$ cat config.mk
export PLATFORM = sky130hd
export DESIGN_NAME = vmu_adder_tree_flat
export DESIGN_NICKNAME = d
export VERILOG_FILES = /design/src/rtl/vmu_adder_tree_if.sv /design/src/rtl/vmu_adder_tree.sv /design/src/flat_wrapper.sv
export SDC_FILE = /design/constraint.sdc
export NUM_CORES = 1
export LEC_CHECK = 0
export ABC_AREA = 1
export CAP_MARGIN = 5
export CELL_PAD_IN_SITES_DETAIL_PLACEMENT = 0
export CELL_PAD_IN_SITES_GLOBAL_PLACEMENT = 1
export CORE_ASPECT_RATIO = 0.75
export CORE_MARGIN = 4
export CORE_UTILIZATION = 47
export DETAILED_ROUTE_END_ITERATION = 8
export GPL_ROUTABILITY_DRIVEN = 0
export PLACE_DENSITY_LB_ADDON = 0.1
export SYNTH_ARGS = -nofsm -noshare
export SYNTH_HDL_FRONTEND = slang
export SYNTH_SLANG_ARGS = --single-unit
$ cat constraint.sdc
create_clock -name clk -period 10.9 [get_ports clk]
set_input_delay 2.18 -clock clk [delete_from_list [all_inputs] [get_ports clk]]
set_output_delay 2.18 -clock clk [all_outputs]
set_load 0.03 [all_outputs]
$ cat src/rtl/vmu_adder_tree_if.sv
// Beat and result handshake bundle for the VMU adder tree.
// Upstream drives the beat side and the result-side ready through the
// master modport; the adder tree owns the slave modport.
interface vmu_adder_tree_if #(
  parameter int DATA_WIDTH = 16,
  parameter int LANES      = 8
);
  logic                                in_valid;
  logic                                in_ready;
  logic [1:0]                          in_mode;
  logic                                in_last;
  logic [LANES*DATA_WIDTH-1:0]         din;
  logic                                out_valid;
  logic                                out_ready;
  logic [1:0]                          out_mode;
  logic [DATA_WIDTH-1:0]               out_scalar;
  logic [(LANES/2)*DATA_WIDTH-1:0]     out_vec;
  logic                                out_ovf;

  modport master (
    output in_valid, in_mode, in_last, din, out_ready,
    input  in_ready, out_valid, out_mode, out_scalar, out_vec, out_ovf
  );

  modport slave (
    input  in_valid, in_mode, in_last, din, out_ready,
    output in_ready, out_valid, out_mode, out_scalar, out_vec, out_ovf
  );
endinterface

$ cat src/rtl/vmu_adder_tree.sv
// Pipelined VMU lane adder tree.
// Stage 1 forms pairwise sums/differences, the following log2(LANES)-1
// stages reduce them (pairwise beats ride through untouched), and the
// final stage saturates or wraps, and folds ACCUM beats into a running
// accumulator. A single global stall freezes every stage while a result
// waits for the consumer.
module vmu_adder_tree #(
  parameter int DATA_WIDTH = 16,
  parameter int LANES      = 8,
  parameter int ACC_WIDTH  = DATA_WIDTH + $clog2(LANES) + 8,
  parameter int SATURATE   = 1
) (
  input logic              clk,
  input logic              rst,
  vmu_adder_tree_if.slave  bus
);

  localparam int LG    = $clog2(LANES);
  localparam int HALF  = LANES / 2;
  localparam int SUM_W = DATA_WIDTH + LG;

  localparam logic [1:0] MODE_REDUCE   = 2'b00;
  localparam logic [1:0] MODE_PAIR_SUB = 2'b01;
  localparam logic [1:0] MODE_PAIR_ADD = 2'b10;
  localparam logic [1:0] MODE_ACCUM    = 2'b11;

  localparam logic signed [ACC_WIDTH-1:0] MAX_V =
    {{(ACC_WIDTH-DATA_WIDTH+1){1'b0}}, {(DATA_WIDTH-1){1'b1}}};
  localparam logic signed [ACC_WIDTH-1:0] MIN_V =
    {{(ACC_WIDTH-DATA_WIDTH+1){1'b1}}, {(DATA_WIDTH-1){1'b0}}};

  typedef logic signed [SUM_W-1:0] node_t;

  function automatic node_t sext_lane(input logic [DATA_WIDTH-1:0] v);
    return {{LG{v[DATA_WIDTH-1]}}, v};
  endfunction

  function automatic logic signed [ACC_WIDTH-1:0] ext_acc(input node_t v);
    return {{(ACC_WIDTH-SUM_W){v[SUM_W-1]}}, v};
  endfunction

  // Returns {overflow, result}; overflow flags any value outside the
  // DATA_WIDTH signed range whether it is clamped or wrapped.
  function automatic logic [DATA_WIDTH:0] sat_fn(input logic signed [ACC_WIDTH-1:0] v);
    logic hi_ovf;
    logic lo_ovf;
    hi_ovf = (v > MAX_V);
    lo_ovf = (v < MIN_V);
    if (SATURATE != 0 && hi_ovf) return {1'b1, MAX_V[DATA_WIDTH-1:0]};
    if (SATURATE != 0 && lo_ovf) return {1'b1, MIN_V[DATA_WIDTH-1:0]};
    return {hi_ovf | lo_ovf, v[DATA_WIDTH-1:0]};
  endfunction

  logic                        adv;
  logic [LG-1:0]               vld_p;
  logic [1:0]                  mode_p [LG];
  logic [LG-1:0]               last_p;
  node_t                       tree_p   [LG][HALF];
  node_t                       tree_nxt [LG][HALF];

  logic signed [ACC_WIDTH-1:0] acc;
  logic signed [ACC_WIDTH-1:0] sum_acc;
  logic signed [ACC_WIDTH-1:0] acc_sum;
  logic [DATA_WIDTH:0]         red_res;
  logic [DATA_WIDTH:0]         acc_res;
  logic [HALF*DATA_WIDTH-1:0]  vec_res;
  logic                        vec_ovf;

  assign adv          = bus.out_ready || !bus.out_valid;
  assign bus.in_ready = adv;

  // Next contents of every tree stage: pairwise front end, then one
  // reduction level per stage; pairwise beats pass their p[] along.
  always_comb begin
    for (int s = 0; s < LG; s++)
      for (int k = 0; k < HALF; k++)
        tree_nxt[s][k] = '0;
    for (int k = 0; k < HALF; k++) begin
      if (bus.in_mode == MODE_PAIR_SUB)
        tree_nxt[0][k] = sext_lane(bus.din[(2*k+1)*DATA_WIDTH +: DATA_WIDTH])
                       - sext_lane(bus.din[(2*k)*DATA_WIDTH +: DATA_WIDTH]);
      else
        tree_nxt[0][k] = sext_lane(bus.din[(2*k+1)*DATA_WIDTH +: DATA_WIDTH])
                       + sext_lane(bus.din[(2*k)*DATA_WIDTH +: DATA_WIDTH]);
    end
    for (int s = 1; s < LG; s++) begin
      if (mode_p[s-1] == MODE_PAIR_SUB || mode_p[s-1] == MODE_PAIR_ADD) begin
        for (int k = 0; k < HALF; k++)
          tree_nxt[s][k] = tree_p[s-1][k];
      end else begin
        for (int k = 0; k < (HALF >> s); k++)
          tree_nxt[s][k] = tree_p[s-1][2*k] + tree_p[s-1][2*k+1];
      end
    end
  end

  // Stage valids: the only pipeline state that reset clears.
  always_ff @(posedge clk) begin
    if (rst) begin
      vld_p <= '0;
    end else if (adv) begin
      vld_p[0] <= bus.in_valid && bus.in_ready;
      for (int s = 1; s < LG; s++)
        vld_p[s] <= vld_p[s-1];
    end
  end

  // ---- stages 1..log2(LANES): tree data, mode and last advance together
  always_ff @(posedge clk) begin
    if (adv) begin
      mode_p[0] <= bus.in_mode;
      last_p[0] <= bus.in_last;
      for (int s = 1; s < LG; s++) begin
        mode_p[s] <= mode_p[s-1];
        last_p[s] <= last_p[s-1];
      end
      for (int s = 0; s < LG; s++)
        for (int k = 0; k < HALF; k++)
          tree_p[s][k] <= tree_nxt[s][k];
    end
  end

  assign sum_acc = ext_acc(tree_p[LG-1][0]);
  assign acc_sum = acc + sum_acc;

  // Range-limit the scalar, accumulated and pairwise candidates.
  always_comb begin
    logic [DATA_WIDTH:0] pr;
    pr      = '0;
    red_res = sat_fn(sum_acc);
    acc_res = sat_fn(acc_sum);
    vec_res = '0;
    vec_ovf = 1'b0;
    for (int k = 0; k < HALF; k++) begin
      pr = sat_fn(ext_acc(tree_p[LG-1][k]));
      vec_res[k*DATA_WIDTH +: DATA_WIDTH] = pr[DATA_WIDTH-1:0];
      vec_ovf = vec_ovf | pr[DATA_WIDTH];
    end
  end

  // ---- final stage: result register and ACCUM accumulator
  always_ff @(posedge clk) begin
    if (rst) begin
      bus.out_valid  <= 1'b0;
      bus.out_mode   <= '0;
      bus.out_scalar <= '0;
      bus.out_vec    <= '0;
      bus.out_ovf    <= 1'b0;
      acc            <= '0;
    end else if (adv) begin
      bus.out_valid <= 1'b0;
      if (vld_p[LG-1]) begin
        case (mode_p[LG-1])
          MODE_REDUCE: begin
            bus.out_valid  <= 1'b1;
            bus.out_mode   <= MODE_REDUCE;
            bus.out_scalar <= red_res[DATA_WIDTH-1:0];
            bus.out_vec    <= '0;
            bus.out_ovf    <= red_res[DATA_WIDTH];
          end
          MODE_PAIR_SUB, MODE_PAIR_ADD: begin
            bus.out_valid  <= 1'b1;
            bus.out_mode   <= mode_p[LG-1];
            bus.out_scalar <= '0;
            bus.out_vec    <= vec_res;
            bus.out_ovf    <= vec_ovf;
          end
          default: begin
            if (last_p[LG-1]) begin
              bus.out_valid  <= 1'b1;
              bus.out_mode   <= MODE_ACCUM;
              bus.out_scalar <= acc_res[DATA_WIDTH-1:0];
              bus.out_vec    <= '0;
              bus.out_ovf    <= acc_res[DATA_WIDTH];
              acc            <= '0;
            end else begin
              acc <= acc_sum;
            end
          end
        endcase
      end
    end
  end

endmodule

$ cat src/flat_wrapper.sv
// flat-port wrapper written by rule: the top's interface ports become plain ports
module vmu_adder_tree_flat 
#(
  parameter int DATA_WIDTH = 16,
  parameter int LANES      = 8,
  parameter int ACC_WIDTH  = DATA_WIDTH + $clog2(LANES) + 8,
  parameter int SATURATE   = 1
)
  (clk, rst, bus_in_valid, bus_in_mode, bus_in_last, bus_din, bus_out_ready, bus_in_ready, bus_out_valid, bus_out_mode, bus_out_scalar, bus_out_vec, bus_out_ovf);
  vmu_adder_tree_if #(.DATA_WIDTH(DATA_WIDTH), .LANES(LANES)) bus_i ();
  input logic clk;
  input logic rst;
  input wire logic [$bits(bus_i.in_valid)-1:0] bus_in_valid;
  input wire logic [$bits(bus_i.in_mode)-1:0] bus_in_mode;
  input wire logic [$bits(bus_i.in_last)-1:0] bus_in_last;
  input wire logic [$bits(bus_i.din)-1:0] bus_din;
  input wire logic [$bits(bus_i.out_ready)-1:0] bus_out_ready;
  output wire logic [$bits(bus_i.in_ready)-1:0] bus_in_ready;
  output wire logic [$bits(bus_i.out_valid)-1:0] bus_out_valid;
  output wire logic [$bits(bus_i.out_mode)-1:0] bus_out_mode;
  output wire logic [$bits(bus_i.out_scalar)-1:0] bus_out_scalar;
  output wire logic [$bits(bus_i.out_vec)-1:0] bus_out_vec;
  output wire logic [$bits(bus_i.out_ovf)-1:0] bus_out_ovf;
  assign bus_i.in_valid = bus_in_valid;
  assign bus_i.in_mode = bus_in_mode;
  assign bus_i.in_last = bus_in_last;
  assign bus_i.din = bus_din;
  assign bus_i.out_ready = bus_out_ready;
  assign bus_in_ready = bus_i.in_ready;
  assign bus_out_valid = bus_i.out_valid;
  assign bus_out_mode = bus_i.out_mode;
  assign bus_out_scalar = bus_i.out_scalar;
  assign bus_out_vec = bus_i.out_vec;
  assign bus_out_ovf = bus_i.out_ovf;
  vmu_adder_tree #(.DATA_WIDTH(DATA_WIDTH), .LANES(LANES), .ACC_WIDTH(ACC_WIDTH), .SATURATE(SATURATE)) u_core (.clk(clk), .rst(rst), .bus(bus_i));
endmodule
After elaboration in Yosys (flattened, before gate mapping)
Memory sizes are Yosys's and may differ from the RTL's.
Index checks and enable logic that the tools add are counted.
W data, S select, Z words.
{ "classes": {"mux": 57, "eq_ne": 7, "order_cmp": 10, "n_reduce_logical": 11, "bitwise": 9, "add_sub_neg": 12} }
{ "ops": {"columns": ["op", "count"], "rows": [
  ["$mux W17", 20],
  ["$pmux W64 S2", 1],
  ["$mux W19", 5],
  ["$gt A19 B16 Y1 const B", 4],
  ["$lt A19 B16 Y1 const B", 4],
  ["$mux W38", 2],
  ["$add A16 B16 Y17", 4],
  ["$sub A16 B16 Y17", 4],
  ["$mux W64", 1],
  ["$add A19 B19 Y19", 3],
  ["$mux W57", 1],
  ["$pmux W16 S2", 1],
  ["$add A27 B19 Y27", 1],
  ["$gt A27 B16 Y1 const B", 1],
  ["$lt A27 B16 Y1 const B", 1],
  ["$mux W27", 1],
  ["$mux W1", 21],
  ["$mux W16", 1],
  ["$eq A2 B1 Y1 const B", 4],
  ["$or A1 B1 Y1", 8],
  ["$eq A2 B2 Y1 const B", 3],
  ["$reduce_and A3 Y1", 2],
  ["$pmux W2 S2", 1],
  ["$logic_or A1 B1 Y1", 3],
  ["other kinds (9)", 9]
]} }
{ "totals": {"elab_cells": 116, "ram_bits": 234, "inputBits": 135, "mem_count": 2, "output_inout_bits": 85, "regBits": 117} }
{ "mem_list": {"columns": ["name", "words", "word_bits", "rd", "rd_ports_with_merged_regs", "wr", "line_no", "source"], "rows": [
  ["u_core.tree_p", 3, 76, 3, 0, 3, "vmu_adder_tree.sv:58", "node_t tree_p [LG][HALF];"],
  ["u_core.mode_p", 3, 2, 3, 0, 3, "vmu_adder_tree.sv:56", "logic [1:0] mode_p [LG];"]
]} }

Longest topological paths before layout
An unclocked memory read counts as a cell.
{ "depth": {"depth_word": 10, "mapped_depth": 21, "ltp_nobuf": 21} }

Worst setup path after synthesis
Ideal clock, no wire load.
{ "synth_path": {"path_type": "input port to output port", "startpoint": "in bus_out_ready", "endpoint": "out bus_in_ready", "required_time_ps": 8720, "path_slack_ps": 1965, "path_buffers": 0, "arrival_time_ps": 6755, "path_stages": 2, "cell_sequence": "nor2_1 -> inv_1"} }
{ "synth_between": {"elab_chain_len": 1} }
{ "synth_rtl": {"columns": ["item", "line_no", "source"], "rows": [
  ["start, declared", "flat_wrapper.sv:17", "input wire logic [$bits(bus_i.out_ready)-1:0] bus_out_ready;"],
  ["$logic_or A1 B1 Y1", "vmu_adder_tree.sv:69", "assign adv = bus.out_ready || !bus.out_valid;"],
  ["end, declared", "flat_wrapper.sv:18", "output wire logic [$bits(bus_i.in_ready)-1:0] bus_in_ready;"]
]} }
No other way between the ends.

Worst setup path after layout
Ends and elaborated chain as after synthesis.

==> metrics.txt <==
syn nets 2894; routed length per instance 16.1 um; prevailing post-synth register cell edfxtp_1; Seq/Total Area, Yosys 42.4%; port bufs 219; Peak Freq 0.154 GHz; First-pass DRT Iterations 5; Flop pwr share 36.5%; initial antenna violation count 0; Synth warnings 0; CP Launch Type input port; CTS tree done; Synth Instances 2602; die width 252 um; TritonCTS buffer count 38; Cell variety after synth 59; root cell of the clock tree clkbuf_16; Top Ports 220; H-Tree Depth 2; Internal 3.32 mW; synthesized area 21000 um2; net switching power figure 2.10 mW; Core Region 43800 um2; Vias 17400; Max VDD drop 128 uV; vias in the first global route 16400; first-pass GRT wire length 87300 um; Worst Tran Pin Value 977 ps; full die area 48200 um2; pwr dens 216 nW/um2; CTS Buffer Depth 3; Antenna Cells 0; fin crit share 59.8%; worst-skew pair later-pin latency 540 ps; post-route DRC violation count 0; Worst slew margin 34.9%; Final Hold Vio Count 0; Initial Util 48.0%; Async SR Flop Fraction 0%; syn avg cell area 8.08 um2; Crit. End Element primary output; Fin Setup TNS 0 ps; RSZ-0062 raised after global routing false; Post-synth EDFFs 221; clock power share 24.0%; grt total ovfl 0; switch share 38.7%; drt total wl 54900 um; maximum fanout along the worst path 85; Post-DP HPWL 42800 um; CTS Hold Bufs 0; num rows 66; P_leak 11.1 nW; #FFs+latches synth 335; Worst Setup Path Type in -> out; Worst Path Required 8720 ps; ANT nets after route 0; worst setup margin 4390 ps; clock sink total 335; Max Cap Viol 0; Worst-path clk slew 60 ps; final setup vio count 0; via/cell ratio 5.09; layout cells sized above 1 5.19%; DRT iter0 DRCs 1182; Area Growth Syn to Fin 19.2%; CP arrival 4330 ps; # nets final 3097; post-route minimum period 6510 ps; Comb pwr share 39.6%; Tightest Hold Check Type reg -> reg; status finished, final reports clean; Global Route Usage Sum 22.3%; final clock skew 30.8 ps; largest net degree at the start of global routing 86; # Post-CTS Setup Buffers 0; Die H 191 um; Slew Viols, Final 0; Place WS 4440 ps; post_cts resized 0
-- critical path: stages --
cell and delay (ps):
clkdlybuf4s50_1 400, nor2_1 550, inv_8 350, clkdlybuf4s50_1 730
-- synth_stat cells (3+ instances only) --
cell type,n,area (um2)
inv_1,361,1360
xor2_1,102,893
a21oi_2,10,87.6
nor4_1,8,50.1
or2_2,10,62.6
o21a_1,3,22.5
a21oi_1,253,1270
edfxtp_1,221,6640
a211oi_1,4,30.0
o21ai_1,13,65.1
a21o_1,9,67.6
buf_1,5,18.8
ha_1,149,1860
nor2_1,227,852
nand3_2,9,90.1
nand2_2,18,113
nand4_1,18,113
nor3_1,26,130
o21bai_1,7,52.6
dfxtp_1,114,2280
nand2_1,579,2170
nand3b_1,3,22.5
a31oi_1,20,125
nor3b_1,5,37.5
nor2_4,3,33.8
o21ai_0,161,806
o31ai_1,11,82.6
nand3_1,74,370
clkbuf_1,60,225
nor2_2,6,37.5
o2111ai_1,4,35.0
a21boi_0,7,52.6
inv_2,4,15.0
fa_1,8,160
xnor2_1,61,534
-- layout by cell type, fill, tap and decap left out, drive strengths merged, types with 9 or more instances in the layout --
master | Yosys | layout
nand3 | 83 | 83
xor2 | 103 | 103
a21boi | 9 | 9
or2 | 11 | 11
ha | 149 | 149
xnor2 | 61 | 61
a21o | 9 | 9
clkdlybuf4s50 | 0 | 218
nand2 | 598 | 598
a31oi | 20 | 20
dfxtp | 114 | 114
nor2 | 236 | 236
o21ai | 174 | 174
buf | 8 | 13
edfxtp | 221 | 221
o31ai | 11 | 11
a21oi | 263 | 263
nor3 | 27 | 27
clkinv | 2 | 15
clkbuf | 60 | 51
inv | 365 | 367
nand4 | 19 | 19
-- flip-flops by register name, indices dropped and copies added (netlist names) --
register               count
u_core.acc                27
u_core.bus.out_mode        2
u_core.bus.out_valid       1
u_core.tree_p            212
u_core.last_p              3
u_core.mode_p              6
u_core.bus.out_scalar     16
u_core.bus.out_vec        64
u_core.vld_p               3
u_core.bus.out_ovf         1
-- cells by family after synthesis --
kind of cell | after synthesis | synth area share, %
DFF | 335 | 42.4
buffers and inverters | 435 | 7.86
adders and majority gates | 157 | 9.63
AOI/OAI and AO/OA | 515 | 13.3
xor gates and xnor gates | 164 | 6.87
and+or+nand+nor | 996 | 19.9
-- per-stage QoR --
step                      power (mW)  cells  hold slack (ps)  instance area, um2  util, %
final                           5.42   3413              430               25100     57.2
after global routing            5.80   3413              441               25100     57.2
after CTS                       5.42   3413              427               25100     57.2
after detailed placement        4.11   3343              412               23800     54.3
after global placement          4.08   3343              402               23800     54.3
after floorplan                 3.46   2602              400               21000        -
-- worst paths after layout --
check                                                   start  cells past startpoint                             endpoint  slack (ps)
worst min register to register     u_core.last_p[1]$_DFFE_PN_                      0           u_core.last_p[2]$_DFFE_PN_         430
worst max-delay path                            bus_out_ready                      4                         bus_in_ready        4390
worst min-delay path               u_core.last_p[1]$_DFFE_PN_                      0           u_core.last_p[2]$_DFFE_PN_         430
worst max register to register  u_core.mode_p[0][4]$_DFFE_PN_                      9  u_core.bus.out_vec[46]$_SDFFE_PP0P_        7460
-- routing by layer --
| metal | vias to the layer above | share of wire, % | routed length, um | track usage, % |
|---|---|---|---|---|
| li1 | 9016 | - | - | - |
| met5 | - | 0 | 0 | 0 |
| met1 | 7805 | 54 | 29600 | 36.7 |
| met2 | 496 | 38 | 21100 | 31.2 |
| met4 | 0 | 1.1 | 586 | 3.35 |
| met3 | 47 | 6.7 | 3670 | 3.07 |
-- power by group through the flow --
stage               logic (mW)  registers [mW]  clock network [mW]
floorplan                 1.58            1.88                   0
global placement          2.08            2.00                   0
detailed placement        2.11            2.00                   0
CTS                       2.12            1.97                1.32
global route              2.43            2.00                1.38
finish                    2.15            1.98                1.30
-- cell type report --
type / count / area, um2
clock inverter: 19 / 199
fill: 4008 / 18700
inverter: 367 / 1390
sequential: 335 / 8920
multi-input combinational: 1832 / 10500
timing repair buffer: 231 / 2280
clock buffer: 51 / 1090
tap: 578 / 723
No activity file was read; power rests on OpenSTA's default activity.
